==> src/rtl/huge_ball_if.sv <==
// huge_ball_if: signal bundle between the scan/game logic and one huge-ball controller.
// The freeze signal exists only when HUGE_BALL_FREEZE_EN is defined.
interface huge_ball_if;
  logic        startOfFrame;
  logic [10:0] pixelX;
  logic [10:0] pixelY;
  logic        launch;
  logic [10:0] initX;
  logic        initDirLeft;
  logic        hit;
`ifdef HUGE_BALL_FREEZE_EN
  logic        freeze;
`endif
  logic [10:0] offsetX;
  logic [10:0] offsetY;
  logic        InsideRectangle;
  logic        active;
  logic [10:0] topLeftX;
  logic [10:0] topLeftY;
  logic        popped;
  modport master (
`ifdef HUGE_BALL_FREEZE_EN
    output freeze,
`endif
    output startOfFrame, pixelX, pixelY, launch, initX, initDirLeft, hit,
    input  offsetX, offsetY, InsideRectangle, active, topLeftX, topLeftY, popped
  );
  modport slave (
`ifdef HUGE_BALL_FREEZE_EN
    input  freeze,
`endif
    input  startOfFrame, pixelX, pixelY, launch, initX, initDirLeft, hit,
    output offsetX, offsetY, InsideRectangle, active, topLeftX, topLeftY, popped
  );
endinterface

==> src/rtl/huge_ball_controller.sv <==
// huge_ball_controller: position, motion, lifetime and pixel bracket of one huge ball.
// Optional HUGE_BALL_FREEZE_EN adds a freeze input that stalls motion and the pop timer.
module huge_ball_controller #(
  parameter int OBJECT_SIZE = 52,
  parameter int LEFT_X      = 0,
  parameter int RIGHT_X     = 640,
  parameter int TOP_Y       = 0,
  parameter int FLOOR_Y     = 440,
  parameter int FRAC_BITS   = 6,
  parameter int GRAVITY     = 4,
  parameter int BOUNCE_VY   = 448,
  parameter int HORIZ_VX    = 128,
  parameter int INIT_Y      = 40,
  parameter int POP_FRAMES  = 16
) (
  input  logic      clk,
  input  logic      reset,
  huge_ball_if.slave bus
);
  localparam int W  = 11 + FRAC_BITS + 1;
  localparam int CW = $clog2(POP_FRAMES) + 1;
  localparam logic signed [W-1:0] X_MIN  = W'(LEFT_X << FRAC_BITS);
  localparam logic signed [W-1:0] X_MAX  = W'((RIGHT_X - OBJECT_SIZE) << FRAC_BITS);
  localparam logic signed [W-1:0] Y_MIN  = W'(TOP_Y << FRAC_BITS);
  localparam logic signed [W-1:0] Y_MAX  = W'((FLOOR_Y - OBJECT_SIZE) << FRAC_BITS);
  localparam logic signed [W-1:0] Y_INIT = W'(INIT_Y << FRAC_BITS);
  localparam logic signed [W-1:0] G      = W'(GRAVITY);
  localparam logic signed [W-1:0] VY_UP  = W'(-BOUNCE_VY);
  localparam logic signed [W-1:0] VX_POS = W'(HORIZ_VX);
  localparam logic signed [W-1:0] VX_NEG = W'(-HORIZ_VX);
  localparam logic [11:0]         SZ     = 12'(OBJECT_SIZE);
  localparam logic [CW-1:0]       CNT_LAST = CW'(POP_FRAMES - 1);
  typedef enum logic [1:0] {IDLE, MOVING, POPPING} state_t;
  state_t              r_state;
  logic signed [W-1:0] r_x, r_y, r_vx, r_vy;
  logic [CW-1:0]       r_cnt;
  logic                r_active, r_popped, r_inside;
  logic [10:0]         r_ox, r_oy;
  logic                w_sof, w_in;
  logic [10:0]         w_tlx, w_tly;
  logic signed [W-1:0] w_vy_g, w_y_s, w_x_s, w_y_n, w_x_n, w_vy_n, w_vx_n;
`ifdef HUGE_BALL_FREEZE_EN
  assign w_sof = bus.startOfFrame & ~bus.freeze;
`else
  assign w_sof = bus.startOfFrame;
`endif
  assign w_tlx = r_x[W-2:FRAC_BITS];
  assign w_tly = r_y[W-2:FRAC_BITS];
  // Gravity feeds the position update in the same frame; bounds act on the updated values.
  always_comb begin
    w_vy_g = r_vy + G;
    w_y_s  = r_y + w_vy_g;
    w_x_s  = r_x + r_vx;
    w_y_n  = w_y_s > Y_MAX ? Y_MAX : w_y_s < Y_MIN ? Y_MIN : w_y_s;
    w_vy_n = w_y_s > Y_MAX ? VY_UP : w_y_s < Y_MIN ? (w_vy_g < 0 ? -w_vy_g : w_vy_g) : w_vy_g;
    w_x_n  = w_x_s > X_MAX ? X_MAX : w_x_s < X_MIN ? X_MIN : w_x_s;
    w_vx_n = w_x_s > X_MAX ? VX_NEG : w_x_s < X_MIN ? VX_POS : r_vx;
    w_in   = r_active
      && {1'b0, bus.pixelX} >= {1'b0, w_tlx} && {1'b0, bus.pixelX} < {1'b0, w_tlx} + SZ
      && {1'b0, bus.pixelY} >= {1'b0, w_tly} && {1'b0, bus.pixelY} < {1'b0, w_tly} + SZ;
  end
  always_ff @(posedge clk) begin
    if (reset) begin
      r_state  <= IDLE;
      r_x      <= '0;
      r_y      <= '0;
      r_vx     <= '0;
      r_vy     <= '0;
      r_cnt    <= '0;
      r_active <= 1'b0;
      r_popped <= 1'b0;
      r_inside <= 1'b0;
      r_ox     <= '0;
      r_oy     <= '0;
    end else begin
      r_popped <= 1'b0;
      r_inside <= w_in;
      r_ox     <= w_in ? bus.pixelX - w_tlx : '0;
      r_oy     <= w_in ? bus.pixelY - w_tly : '0;
      case (r_state)
        IDLE: if (bus.launch) begin
          r_state  <= MOVING;
          r_active <= 1'b1;
          r_x      <= W'(bus.initX) << FRAC_BITS;
          r_y      <= Y_INIT;
          r_vx     <= bus.initDirLeft ? VX_NEG : VX_POS;
          r_vy     <= '0;
        end
        MOVING: if (bus.hit) begin
          r_state  <= POPPING;
          r_popped <= 1'b1;
          r_cnt    <= '0;
        end else if (w_sof) begin
          r_x  <= w_x_n;
          r_y  <= w_y_n;
          r_vx <= w_vx_n;
          r_vy <= w_vy_n;
        end
        POPPING: if (w_sof) begin
          r_cnt    <= r_cnt + 1'b1;
          r_state  <= r_cnt == CNT_LAST ? IDLE : POPPING;
          r_active <= r_cnt != CNT_LAST;
        end
        default: r_state <= IDLE;
      endcase
    end
  end
  assign bus.offsetX         = r_ox;
  assign bus.offsetY         = r_oy;
  assign bus.InsideRectangle = r_inside;
  assign bus.active          = r_active;
  assign bus.topLeftX        = w_tlx;
  assign bus.topLeftY        = w_tly;
  assign bus.popped          = r_popped;
endmodule

==> src/flat_wrapper.sv <==
// flat-port wrapper written by rule: the top's interface ports become plain ports
module huge_ball_controller_flat 
#(
  parameter int OBJECT_SIZE = 52,
  parameter int LEFT_X      = 0,
  parameter int RIGHT_X     = 640,
  parameter int TOP_Y       = 0,
  parameter int FLOOR_Y     = 440,
  parameter int FRAC_BITS   = 6,
  parameter int GRAVITY     = 4,
  parameter int BOUNCE_VY   = 448,
  parameter int HORIZ_VX    = 128,
  parameter int INIT_Y      = 40,
  parameter int POP_FRAMES  = 16
)
  (clk, reset, bus_startOfFrame, bus_pixelX, bus_pixelY, bus_launch, bus_initX, bus_initDirLeft, bus_hit, bus_offsetX, bus_offsetY, bus_InsideRectangle, bus_active, bus_topLeftX, bus_topLeftY, bus_popped);
  huge_ball_if bus_i ();
  input  logic clk;
  input  logic reset;
  input wire logic [$bits(bus_i.startOfFrame)-1:0] bus_startOfFrame;
  input wire logic [$bits(bus_i.pixelX)-1:0] bus_pixelX;
  input wire logic [$bits(bus_i.pixelY)-1:0] bus_pixelY;
  input wire logic [$bits(bus_i.launch)-1:0] bus_launch;
  input wire logic [$bits(bus_i.initX)-1:0] bus_initX;
  input wire logic [$bits(bus_i.initDirLeft)-1:0] bus_initDirLeft;
  input wire logic [$bits(bus_i.hit)-1:0] bus_hit;
  output wire logic [$bits(bus_i.offsetX)-1:0] bus_offsetX;
  output wire logic [$bits(bus_i.offsetY)-1:0] bus_offsetY;
  output wire logic [$bits(bus_i.InsideRectangle)-1:0] bus_InsideRectangle;
  output wire logic [$bits(bus_i.active)-1:0] bus_active;
  output wire logic [$bits(bus_i.topLeftX)-1:0] bus_topLeftX;
  output wire logic [$bits(bus_i.topLeftY)-1:0] bus_topLeftY;
  output wire logic [$bits(bus_i.popped)-1:0] bus_popped;
  assign bus_i.startOfFrame = bus_startOfFrame;
  assign bus_i.pixelX = bus_pixelX;
  assign bus_i.pixelY = bus_pixelY;
  assign bus_i.launch = bus_launch;
  assign bus_i.initX = bus_initX;
  assign bus_i.initDirLeft = bus_initDirLeft;
  assign bus_i.hit = bus_hit;
  assign bus_offsetX = bus_i.offsetX;
  assign bus_offsetY = bus_i.offsetY;
  assign bus_InsideRectangle = bus_i.InsideRectangle;
  assign bus_active = bus_i.active;
  assign bus_topLeftX = bus_i.topLeftX;
  assign bus_topLeftY = bus_i.topLeftY;
  assign bus_popped = bus_i.popped;
  huge_ball_controller #(.OBJECT_SIZE(OBJECT_SIZE), .LEFT_X(LEFT_X), .RIGHT_X(RIGHT_X), .TOP_Y(TOP_Y), .FLOOR_Y(FLOOR_Y), .FRAC_BITS(FRAC_BITS), .GRAVITY(GRAVITY), .BOUNCE_VY(BOUNCE_VY), .HORIZ_VX(HORIZ_VX), .INIT_Y(INIT_Y), .POP_FRAMES(POP_FRAMES)) u_core (.clk(clk), .reset(reset), .bus(bus_i));
endmodule
==> config.mk <==
export PLATFORM = sky130hd
export DESIGN_NAME = huge_ball_controller_flat
export DESIGN_NICKNAME = d
export VERILOG_FILES = /design/src/rtl/huge_ball_if.sv /design/src/rtl/huge_ball_controller.sv /design/src/flat_wrapper.sv
export SDC_FILE = /design/constraint.sdc
export NUM_CORES = 1
export LEC_CHECK = 0
export ABC_AREA = 1
export CORE_MARGIN = 5
export CORE_UTILIZATION = 50
export CTS_CLUSTER_DIAMETER = 40
export DETAILED_ROUTE_END_ITERATION = 12
export GPL_TIMING_DRIVEN = 0
export PLACE_DENSITY_LB_ADDON = 0.2
export REMOVE_ABC_BUFFERS = 1
export SLEW_MARGIN = 10
export SYNTH_ARGS = -nofsm -noshare
export SYNTH_HDL_FRONTEND = slang
export SYNTH_SLANG_ARGS = --single-unit
export TNS_END_PERCENT = 20
==> constraint.sdc <==
create_clock -name clk -period 6.3 [get_ports clk]
set_input_delay 1.26 -clock clk [delete_from_list [all_inputs] [get_ports clk]]
set_output_delay 1.26 -clock clk [all_outputs]
set_load 0.005 [all_outputs]
; After elaboration in Yosys (flattened, before gate mapping)
; Cells that the tools add are included.
[op_classes]
reduce_logical = 15
addsub = 9
magnitude_cmp = 9
n_mux = 38
eq_ne = 10
bitwise_logic = 2
[ops]
columns = cell, n
row1 = $mux W18, 22
row2 = $pmux W18 S2, 4
row3 = $lt A18 B1 Y1 const B, 3
row4 = $add A18 B18 Y18, 2
row5 = $add A11 B6 Y12 const B, 2
row6 = $lt A11 B12 Y1, 2
row7 = $ge A11 B11 Y1, 2
row8 = $sub A11 B11 Y11, 2
row9 = $add A18 B4 Y18 const B, 1
row10 = $gt A18 B16 Y1 const B, 1
row11 = $gt A18 B17 Y1 const B, 1
row12 = $neg A18 Y18, 1
row13 = $mux W5, 2
row14 = $ne A2 B2 Y1 const B, 5
row15 = $pmux W5 S2, 1
row16 = $reduce_and A3 Y1, 3
row17 = $mux W2, 4
row18 = $pmux W2 S3, 1
row19 = $reduce_bool A2 Y1, 3
row20 = $add A5 B1 Y5 const B, 1
row21 = $eq A5 B4 Y1 const B, 1
row22 = $ne A5 B4 Y1 const B, 1
row23 = $reduce_and A5 Y1, 1
row24 = $logic_and A1 B1 Y1, 4
row25 = other kinds (9), 13
[word_totals]
in_bits = 39
out_inout_bits = 47
reg_bits = 104
elab_cells = 94

; Depth between registers and ports, before layout
; Gate-level depths: netlist (run 1).
[logic_depth]
ltp_word = 8
mapped_depth = 24
depth_no_buf = 23

; Worst setup path after synthesis (run 1)
; No wires, ideal clock.
[synth_path]
path_type = input to register
from = input bus_pixelX[0]
to = register u_core.r_oy[10] (netlist: u_core.bus.offsetY[10])
setup_time_ns = 0.132
setup_slack_ns = 3.055
arrival_ns = 3.113
required_ns = 6.168
path_buffers = 1
stages = 17
cell_sequence = inv_1 > ha_1 > fa_1 > or2_2 > nand2_1 > a21oi_1 > nor2_1 > o21bai_1 > nand2_1 > nand2_1 > nand2_1 > nand2_1 > nand3_1 > nor2_1 > nand2_1 > clkbuf_1 > a21oi_1
[synth_via]
elab_chain_len = 7
word_cells_on_any_way = 8
classes_between = 2 x order compare / 1 x bitwise / 5 x reduce/logical
[synth_lines]
columns = element, line
row1 = "start, declared", flat_wrapper.sv:21  ; input wire logic [$bits(bus_i.pixelX)-1:0] bus_pixelX;
row2 = $ge A11 B11 Y1, huge_ball_controller.sv:59  ; && {1'b0, bus.pixelX} >= {1'b0, w_tlx} && {1'b0, bus.pixelX} < {1'b0, w_tlx} + SZ
row3 = $logic_and A1 B1 Y1, huge_ball_controller.sv:59
row4 = $logic_and A1 B1 Y1 (*), huge_ball_controller.sv:59
row5 = $logic_and A1 B1 Y1 (*) (2 in a row), huge_ball_controller.sv:60  ; && {1'b0, bus.pixelY} >= {1'b0, w_tly} && {1'b0, bus.pixelY} < {1'b0, w_tly} + SZ;
row6 = $not A1 Y1 (no source line) (*), -
row7 = $reduce_or A2 Y1 (no source line) (*), -
row8 = "end signal, assigned", huge_ball_controller.sv:79  ; r_oy <= w_in ? bus.pixelY - w_tly : '0;
row9 = "end, declared", huge_ball_controller.sv:38  ; logic [10:0] r_ox, r_oy;
; Mark *: on every way between the ends. The rest lies on a longest branch, timed or not.
; A chain may end at the register's enable or synchronous reset.

; Final worst setup path (run 1)
[layout_path]
from = register u_core.r_vy[2]
to = register u_core.r_vy[7]
[layout_via]
elab_chain_len = 8
word_cells_on_any_way = 12
classes_between = 3 x add/sub / 3 x order compare / 6 x mux
[layout_lines]
columns = element, line
row1 = "start, declared", huge_ball_controller.sv:35  ; logic signed [W-1:0] r_x, r_y, r_vx, r_vy;
row2 = "start signal, assigned", huge_ball_controller.sv:97  ; r_vy <= w_vy_n;
row3 = $add A18 B4 Y18 (*), huge_ball_controller.sv:51  ; w_vy_g = r_vy + G;
row4 = $add A18 B18 Y18 (tied with other cells), huge_ball_controller.sv:52  ; w_y_s = r_y + w_vy_g;
row5 = $lt A18 B1 Y1 or $mux W18 (tied branches), huge_ball_controller.sv:55  ; w_vy_n = w_y_s > Y_MAX ? VY_UP : w_y_s < Y_MIN ? (w_vy_g < 0 ? -w_vy_g : w_vy_g) : w_vy_g;
row6 = $mux W18, huge_ball_controller.sv:55
row7 = $mux W18 (*), huge_ball_controller.sv:55
row8 = $mux W18 (*), huge_ball_controller.sv:93  ; end else if (w_sof) begin
row9 = $mux W18 (*), huge_ball_controller.sv:89  ; MOVING: if (bus.hit) begin
row10 = $pmux W18 S2 (*), huge_ball_controller.sv:80  ; case (r_state)
; Mark *: on every way between the ends. The rest lies on a longest branch, timed or not. The select of a mux whose other input is x is not followed.

==> results.json, run 1 <==
{
  "clockBufferDepth": 2,
  "dr.first_iter.drc_count": 404,
  "grt_pass1_vias": 6591,
  "core_area_um2": 13900,
  "worstPathRequired_ps": 6570,
  "grt_max_degree": 45,
  "via_per_inst": 5.15,
  "crit_path_max_fanout": 13,
  "rows": 43,
  "io_buffers": 85,
  "startpoint_type": "flip-flop",
  "crit_type": "flip-flop to flip-flop",
  "yosys_warnings": 0,
  "cts.sinks": 79,
  "antenna_cells": 0,
  "grtUsageTotal_pct": 22.1,
  "hold_path.class": "flip-flop to flip-flop",
  "clock_latency_ps": 340,
  "synth_cell_types": 42,
  "drive_gt1_share_pct": 2.83,
  "power_leakage_nw": 4.00,
  "cts_tree": "built",
  "ctsHtreeMaxLevel": 3,
  "overflow": 0,
  "nets": 1313,
  "clk_pin_slew_ps": 60,
  "wl_per_cell_um": 13.2,
  "cts_setup_buffers": 0,
  "clock_power_share_pct": 34.7,
  "die_x_um": 129,
  "syn2layout_area_growth_pct": 17.3,
  "ys_ff_latch": 79,
  "initial_core_util_pct": 50.9,
  "combPwrFrac_pct": 29.8,
  "nFillCells": 1320,
  "finalCriticalPeriod_ps": 4220,
  "ant_nets": 0,
  "setup_violations": 0,
  "netlist_area_um2": 7070,
  "numCtsBuffers": 9,
  "rrSetupSlack_ps": 2080,
  "min_period_over_period_pct": 66.9,
  "cp.arrival_ps": 4490,
  "hpwlAfterDp_um": 14200,
  "vias": 7106,
  "setup_tns_ps": 0,
  "final_core_util_pct": 59.7,
  "end_kind": "flip-flop",
  "firstDrtPassIters": 4,
  "worstMarginPinSlew_ps": 1190,
  "relSlewSlack_pct": 20.7,
  "antenna_found_initial": 0,
  "layout_common_cells": "nand2_1 (319), inv_1 (157), nor2_1 (128), a21oi_1 (94), clkdlybuf4s50_1 (84)",
  "rsz0062_at_grt": "false",
  "final_max_slew_viol_count": 0,
  "ctsHoldBuffers": 0,
  "intPower_w": 0.00105,
  "wirelength_um": 18200,
  "grt_pass1_wl_um": 29900,
  "die_area_um2": 16600,
  "syn_avg_cell_area_um2": 6.26,
  "holdWs_ps": 435,
  "clockRootBuffer": "clkbuf_16",
  "power_density_nw_per_um2": 190,
  "seq_area_frac_synth_pct": 22.4,
  "synth_cells": 1130,
  "drv_cap": 0,
  "hold_violations": 0,
  "final_common_cell": "nand2_1",
  "fmax_mhz": 237,
  "vdd_ir_drop_max_uv": 109,
  "die-height_um": 129,
  "sw_frac_of_total_pct": 33.3,
  "skew_ps": 7.13,
  "status": "finished, final reports clean",
  "drc_errors": 0,
  "p_sw_w": 0.000525,
  "ctsResizeCount": 0,
  "place_congestion": 0.900,
  "power_frac_seq_pct": 35.6,
  "pin_count": 86
}
area by class of cell:
| class | count | area [um2] | share of cell area, % |
|---|---|---|---|
| repair buffers | 85 | 846 | 10.2 |
| multi-input cells | 857 | 4710 | 56.8 |
| inverters | 164 | 616 | 7.42 |
| clock buffers | 13 | 270 | 3.26 |
| well taps | 180 | 225 | 2.72 |
| clock inverters | 3 | 40.0 | 0.483 |
| flip-flops and latches | 79 | 1580 | 19.1 |
routing by layer:
metal  up-vias  track usage, %  routed length (um)
met1      3172            29.4                8620
li1       3768               -                   -
met4         0            7.72                 299
met2       147            36.9                8500
met3        19            2.53                 764
met5         -               0                   0
final timing paths:
kind,start,endpoint,depth (start not counted)
max,u_core.r_vy[2]$_SDFFE_PP0P_,u_core.r_vy[7]$_SDFFE_PP0P_,17
min reg2reg,u_core.r_y[0]$_SDFFE_PP0P_,u_core.r_y[0]$_SDFFE_PP0P_,2
min,u_core.r_y[0]$_SDFFE_PP0P_,u_core.r_y[0]$_SDFFE_PP0P_,2
max reg2reg,u_core.r_vy[2]$_SDFFE_PP0P_,u_core.r_vy[7]$_SDFFE_PP0P_,17
flip-flops by register name, summed over array words and instances (netlist names):
register	cells
u_core.r_y	17
u_core.bus.offsetY	11
u_core.bus.InsideRectangle	1
u_core.r_state	2
u_core.r_x	11
u_core.r_cnt	5
u_core.r_vy	17
u_core.bus.active	1
u_core.bus.offsetX	11
u_core.bus.popped	1
u_core.r_vx	2
power by group through the flow:
stage                     clock network [W]  registers (W)  logic [W]
final                              0.000547       0.000561   0.000469
after global routing               0.000579       0.000565   0.000533
after CTS                          0.000558       0.000561   0.000470
after detailed placement                  0       0.000572   0.000467
after global placement                    0       0.000571   0.000461
after floorplan                           0       0.000559   0.000330
critical path, stage by stage (launching register included):
cell and delay [ps]:
dfxtp_1 560, ha_1 360, nand2_1 80, nor2_1 280
nand4_1 140, nand2_1 170, inv_1 90, ha_1 340
inv_1 90, o21ai_0 140, o21bai_1 210, a21oi_1 260
nand3_4 180, inv_2 280, nor2_4 90, nand2_1 360
nand2_1 300, a21oi_1 220
cells in the mapped netlist (all sizes together):
master   number  area, um2
a21boi        1       7.51
nor3         20        100
nor3b         1       7.51
o21ai        34        170
a21oi        95        487
o21bai        7       52.6
nand3        65        338
nand4        22        144
nor4          3       33.8
dfxtp        79       1580
a31oi         1       6.26
inv         164        616
clkbuf       15       56.3
conb          1       3.75
o2111ai       1       8.76
o211a         3       30.0
o211ai        9       67.6
xor2         40        350
xnor2         5       43.8
nor2        131        509
o21a          3       22.5
or2           4       25.0
a211oi        3       22.5
fa            4       80.1
o31ai         1       7.51
ha           74        926
a21o          3       22.5
buf          15        104
nand3b        6       45.0
nand2       320       1200
stage by stage:
step           area [um2]  power (W)  worst slack [ps]  std cells
2_1_floorplan        6910   0.000889              2990       1100
3_3_place_gp         7990    0.00103              1500       1365
3_5_place_dp         7980    0.00104              1890       1365
4_1_cts              8290    0.00159              2090       1381
5_1_grt              8290    0.00168              1620       1381
6_report             8290    0.00158              2080       1381
cell families after synthesis:
family          count (synthesis)  synth area share [%]
compound gates                161                  12.8
buf+inv                       194                  11.0
other cells                     1                0.0530
flops                          79                  22.4
xor+xnor                       45                  5.57
fa+ha+maj                      78                  14.2
simple gates                  572                  34.0
Note: power is estimated with default switching activity, not from simulation.
==> run 2: changes to the inputs <==
clock period = 4 ns   (was 6.3 ns; I/O delays follow)
==> run 2 against run 1 <==
  * Clock skew is essentially flat
  * Sequential share of layout area is essentially flat
  * Maximum frequency rose by 16%
  * Combinational power up 59%
  * Die area is the same
  * First-iteration DRC count increased by 11%
  * Sequential power up 58%
  * Total power increased by 58%
==> results.json, run 2 (synthesized netlist as in run 1, its figures left out) <==
{
  "clockRootBuffer": "clkbuf_16",
  "wl_per_cell_um": 13.5,
  "grt_pass1_wl_um": 29900,
  "grt_max_degree": 45,
  "hold_violations": 0,
  "die-height_um": 129,
  "power_density_nw_per_um2": 300,
  "final_common_cell": "nand2_1",
  "clk_pin_slew_ps": 60,
  "dr.first_iter.drc_count": 447,
  "p_sw_w": 0.000837,
  "vias": 7185,
  "power_leakage_nw": 4.00,
  "overflow": 0,
  "intPower_w": 0.00166,
  "final_max_slew_viol_count": 0,
  "clockBufferDepth": 2,
  "crit_family": "simple AND/OR/NAND/NOR gates",
  "min_path_cells": 2,
  "dp_slack_ps": -212,
  "antenna_cells": 0,
  "hpwlAfterDp_um": 14200,
  "end_kind": "flip-flop",
  "design_area_um2": 8320,
  "worstMarginPinSlew_ps": 1230,
  "reg2reg_depth": 20,
  "vdd_ir_drop_max_uv": 172,
  "skew_ps": 7.17,
  "combPwrFrac_pct": 29.9,
  "ant_nets": 0,
  "cp_num_buf_inv": 1,
  "grtUsageTotal_pct": 22.1,
  "rows": 43,
  "setup_ws_ps": 368,
  "drive_gt1_share_pct": 3.41,
  "cts_setup_buffers": 0,
  "critPathSlowestCell": "dfxtp_2",
  "pin_count": 86,
  "startpoint_type": "flip-flop",
  "hold_path.class": "flip-flop to flip-flop",
  "syn2layout_area_growth_pct": 17.6,
  "setup_violations": 0,
  "status": "finished, final reports clean",
  "cts_tree": "built",
  "cp_cell_sequence": "ha_2 -> nand2_1 -> nor2_2 -> nand2_1 -> nand2_1 -> inv_1 -> ha_1 -> a21oi_1 -> nand2_1 -> nand2_1 -> nand3_1 -> nand2_1 -> nand3_1 -> nand2_1 -> nand2_1 -> nor2_2 -> nand2_1 -> nand2_2 -> nand2_2 -> a21oi_1",
  "crit_top_cell": "nand2_1",
  "grt_pass1_vias": 6597,
  "die_x_um": 129,
  "cp.arrival_ps": 3900,
  "die_area_um2": 16600,
  "fmax_mhz": 275,
  "antenna_found_initial": 0,
  "clock_power_share_pct": 34.6,
  "rsz0062_at_grt": "true",
  "core_area_um2": 13900,
  "nFillCells": 1323,
  "via_per_inst": 5.20,
  "finalCriticalPeriod_ps": 3630,
  "reg_top3": "u_core.r_vy x17, u_core.r_y x17",
  "cpPeakStageDelay_ps": 460,
  "crit_path_max_fanout": 13,
  "ctsHtreeMaxLevel": 3,
  "drv_cap": 0,
  "numCtsBuffers": 9,
  "io_buffers": 85,
  "crit_type": "flip-flop to flip-flop",
  "cp_num_cells": 20,
  "relSlewSlack_pct": 18.0,
  "min_period_over_period_pct": 90.8,
  "clock_latency_ps": 340,
  "power_frac_seq_pct": 35.5,
  "place_congestion": 0.900,
  "place_area_um2": 7980,
  "wirelength_um": 18700,
  "worstPathRequired_ps": 4270,
  "sw_frac_of_total_pct": 33.5,
  "initial_core_util_pct": 50.9,
  "firstDrtPassIters": 5,
  "cts.sinks": 79,
  "layout_common_cells": "nand2_1 (317), inv_1 (157), nor2_1 (126), a21oi_1 (94), clkdlybuf4s50_1 (84)",
  "drc_errors": 0,
  "nets": 1314
}
==> run 2: per-layer routing <==
layer / GRT usage (%) / up-vias / wire length (um)
li1: - / 3771 / -
met1: 29.4 / 3214 / 8800
met2: 37.0 / 174 / 8710
met3: 2.53 / 26 / 839
met4: 7.72 / 0 / 340
met5: 0 / - / 0
==> run 2: worst paths after layout <==
kind / startpoint / endpoint / slack [ps]
worst max-delay path: u_core.r_vy[2]$_SDFFE_PP0P_ / u_core.r_vy[7]$_SDFFE_PP0P_ / 370
worst max register to register: u_core.r_vy[2]$_SDFFE_PP0P_ / u_core.r_vy[7]$_SDFFE_PP0P_ / 370
worst min register to register: u_core.r_y[0]$_SDFFE_PP0P_ / u_core.r_y[0]$_SDFFE_PP0P_ / 430
worst min-delay path: u_core.r_y[0]$_SDFFE_PP0P_ / u_core.r_y[0]$_SDFFE_PP0P_ / 430
==> run 2: final cells by class <==
type | count | area (um2) | share of cell area, %
Clock buffer | 13 | 270 | 3.25
Clock inverter | 3 | 40.0 | 0.481
Inverter | 164 | 618 | 7.43
Multi-Input combinational cell | 858 | 4740 | 56.9
Sequential cell | 79 | 1580 | 19.0
Tap cell | 180 | 225 | 2.71
Timing Repair Buffer | 85 | 846 | 10.2
==> run 2: per-stage QoR <==
| stage | hold slack, ps | total power (W) | TNS [ps] | std cells | utilization (%) |
|---|---|---|---|---|---|
| after floorplan | 409 | 0.00140 | 0 | 1100 | - |
| after global placement | 421 | 0.00163 | -8780 | 1365 | 57.5 |
| after detailed placement | 429 | 0.00164 | -1700 | 1365 | 57.5 |
| after CTS | 438 | 0.00250 | 0 | 1381 | 59.8 |
| after global routing | 473 | 0.00265 | -18.6 | 1382 | 59.9 |
| final | 433 | 0.00250 | 0 | 1382 | 59.9 |
==> run 2: power groups by stage <==
stage / Clock, W / Combinational (W) / Sequential [W]
2_1_floorplan: 0 / 0.000520 / 0.000880
3_3_place_gp: 0 / 0.000726 / 0.000900
3_5_place_dp: 0 / 0.000735 / 0.000901
4_1_cts: 0.000879 / 0.000741 / 0.000883
5_1_grt: 0.000911 / 0.000848 / 0.000892
6_report: 0.000862 / 0.000747 / 0.000886
==> run 2: repair_timing <==
action	CTS	global route
setup endpoints to repair	14	32
resized for setup	2	7
gates cloned	0	1
hold buffers	0	0
==> run 2: worst reg2reg max path, delay by kind of cell (launching register included) <==
family	cells	cell delay (ps)
buffers and inverters	1	80
adder cells (fa/ha/maj)	2	640
AND/OR/NAND/NOR	15	1880
flip-flops	1	460
AO/OA/AOI/OAI	2	470
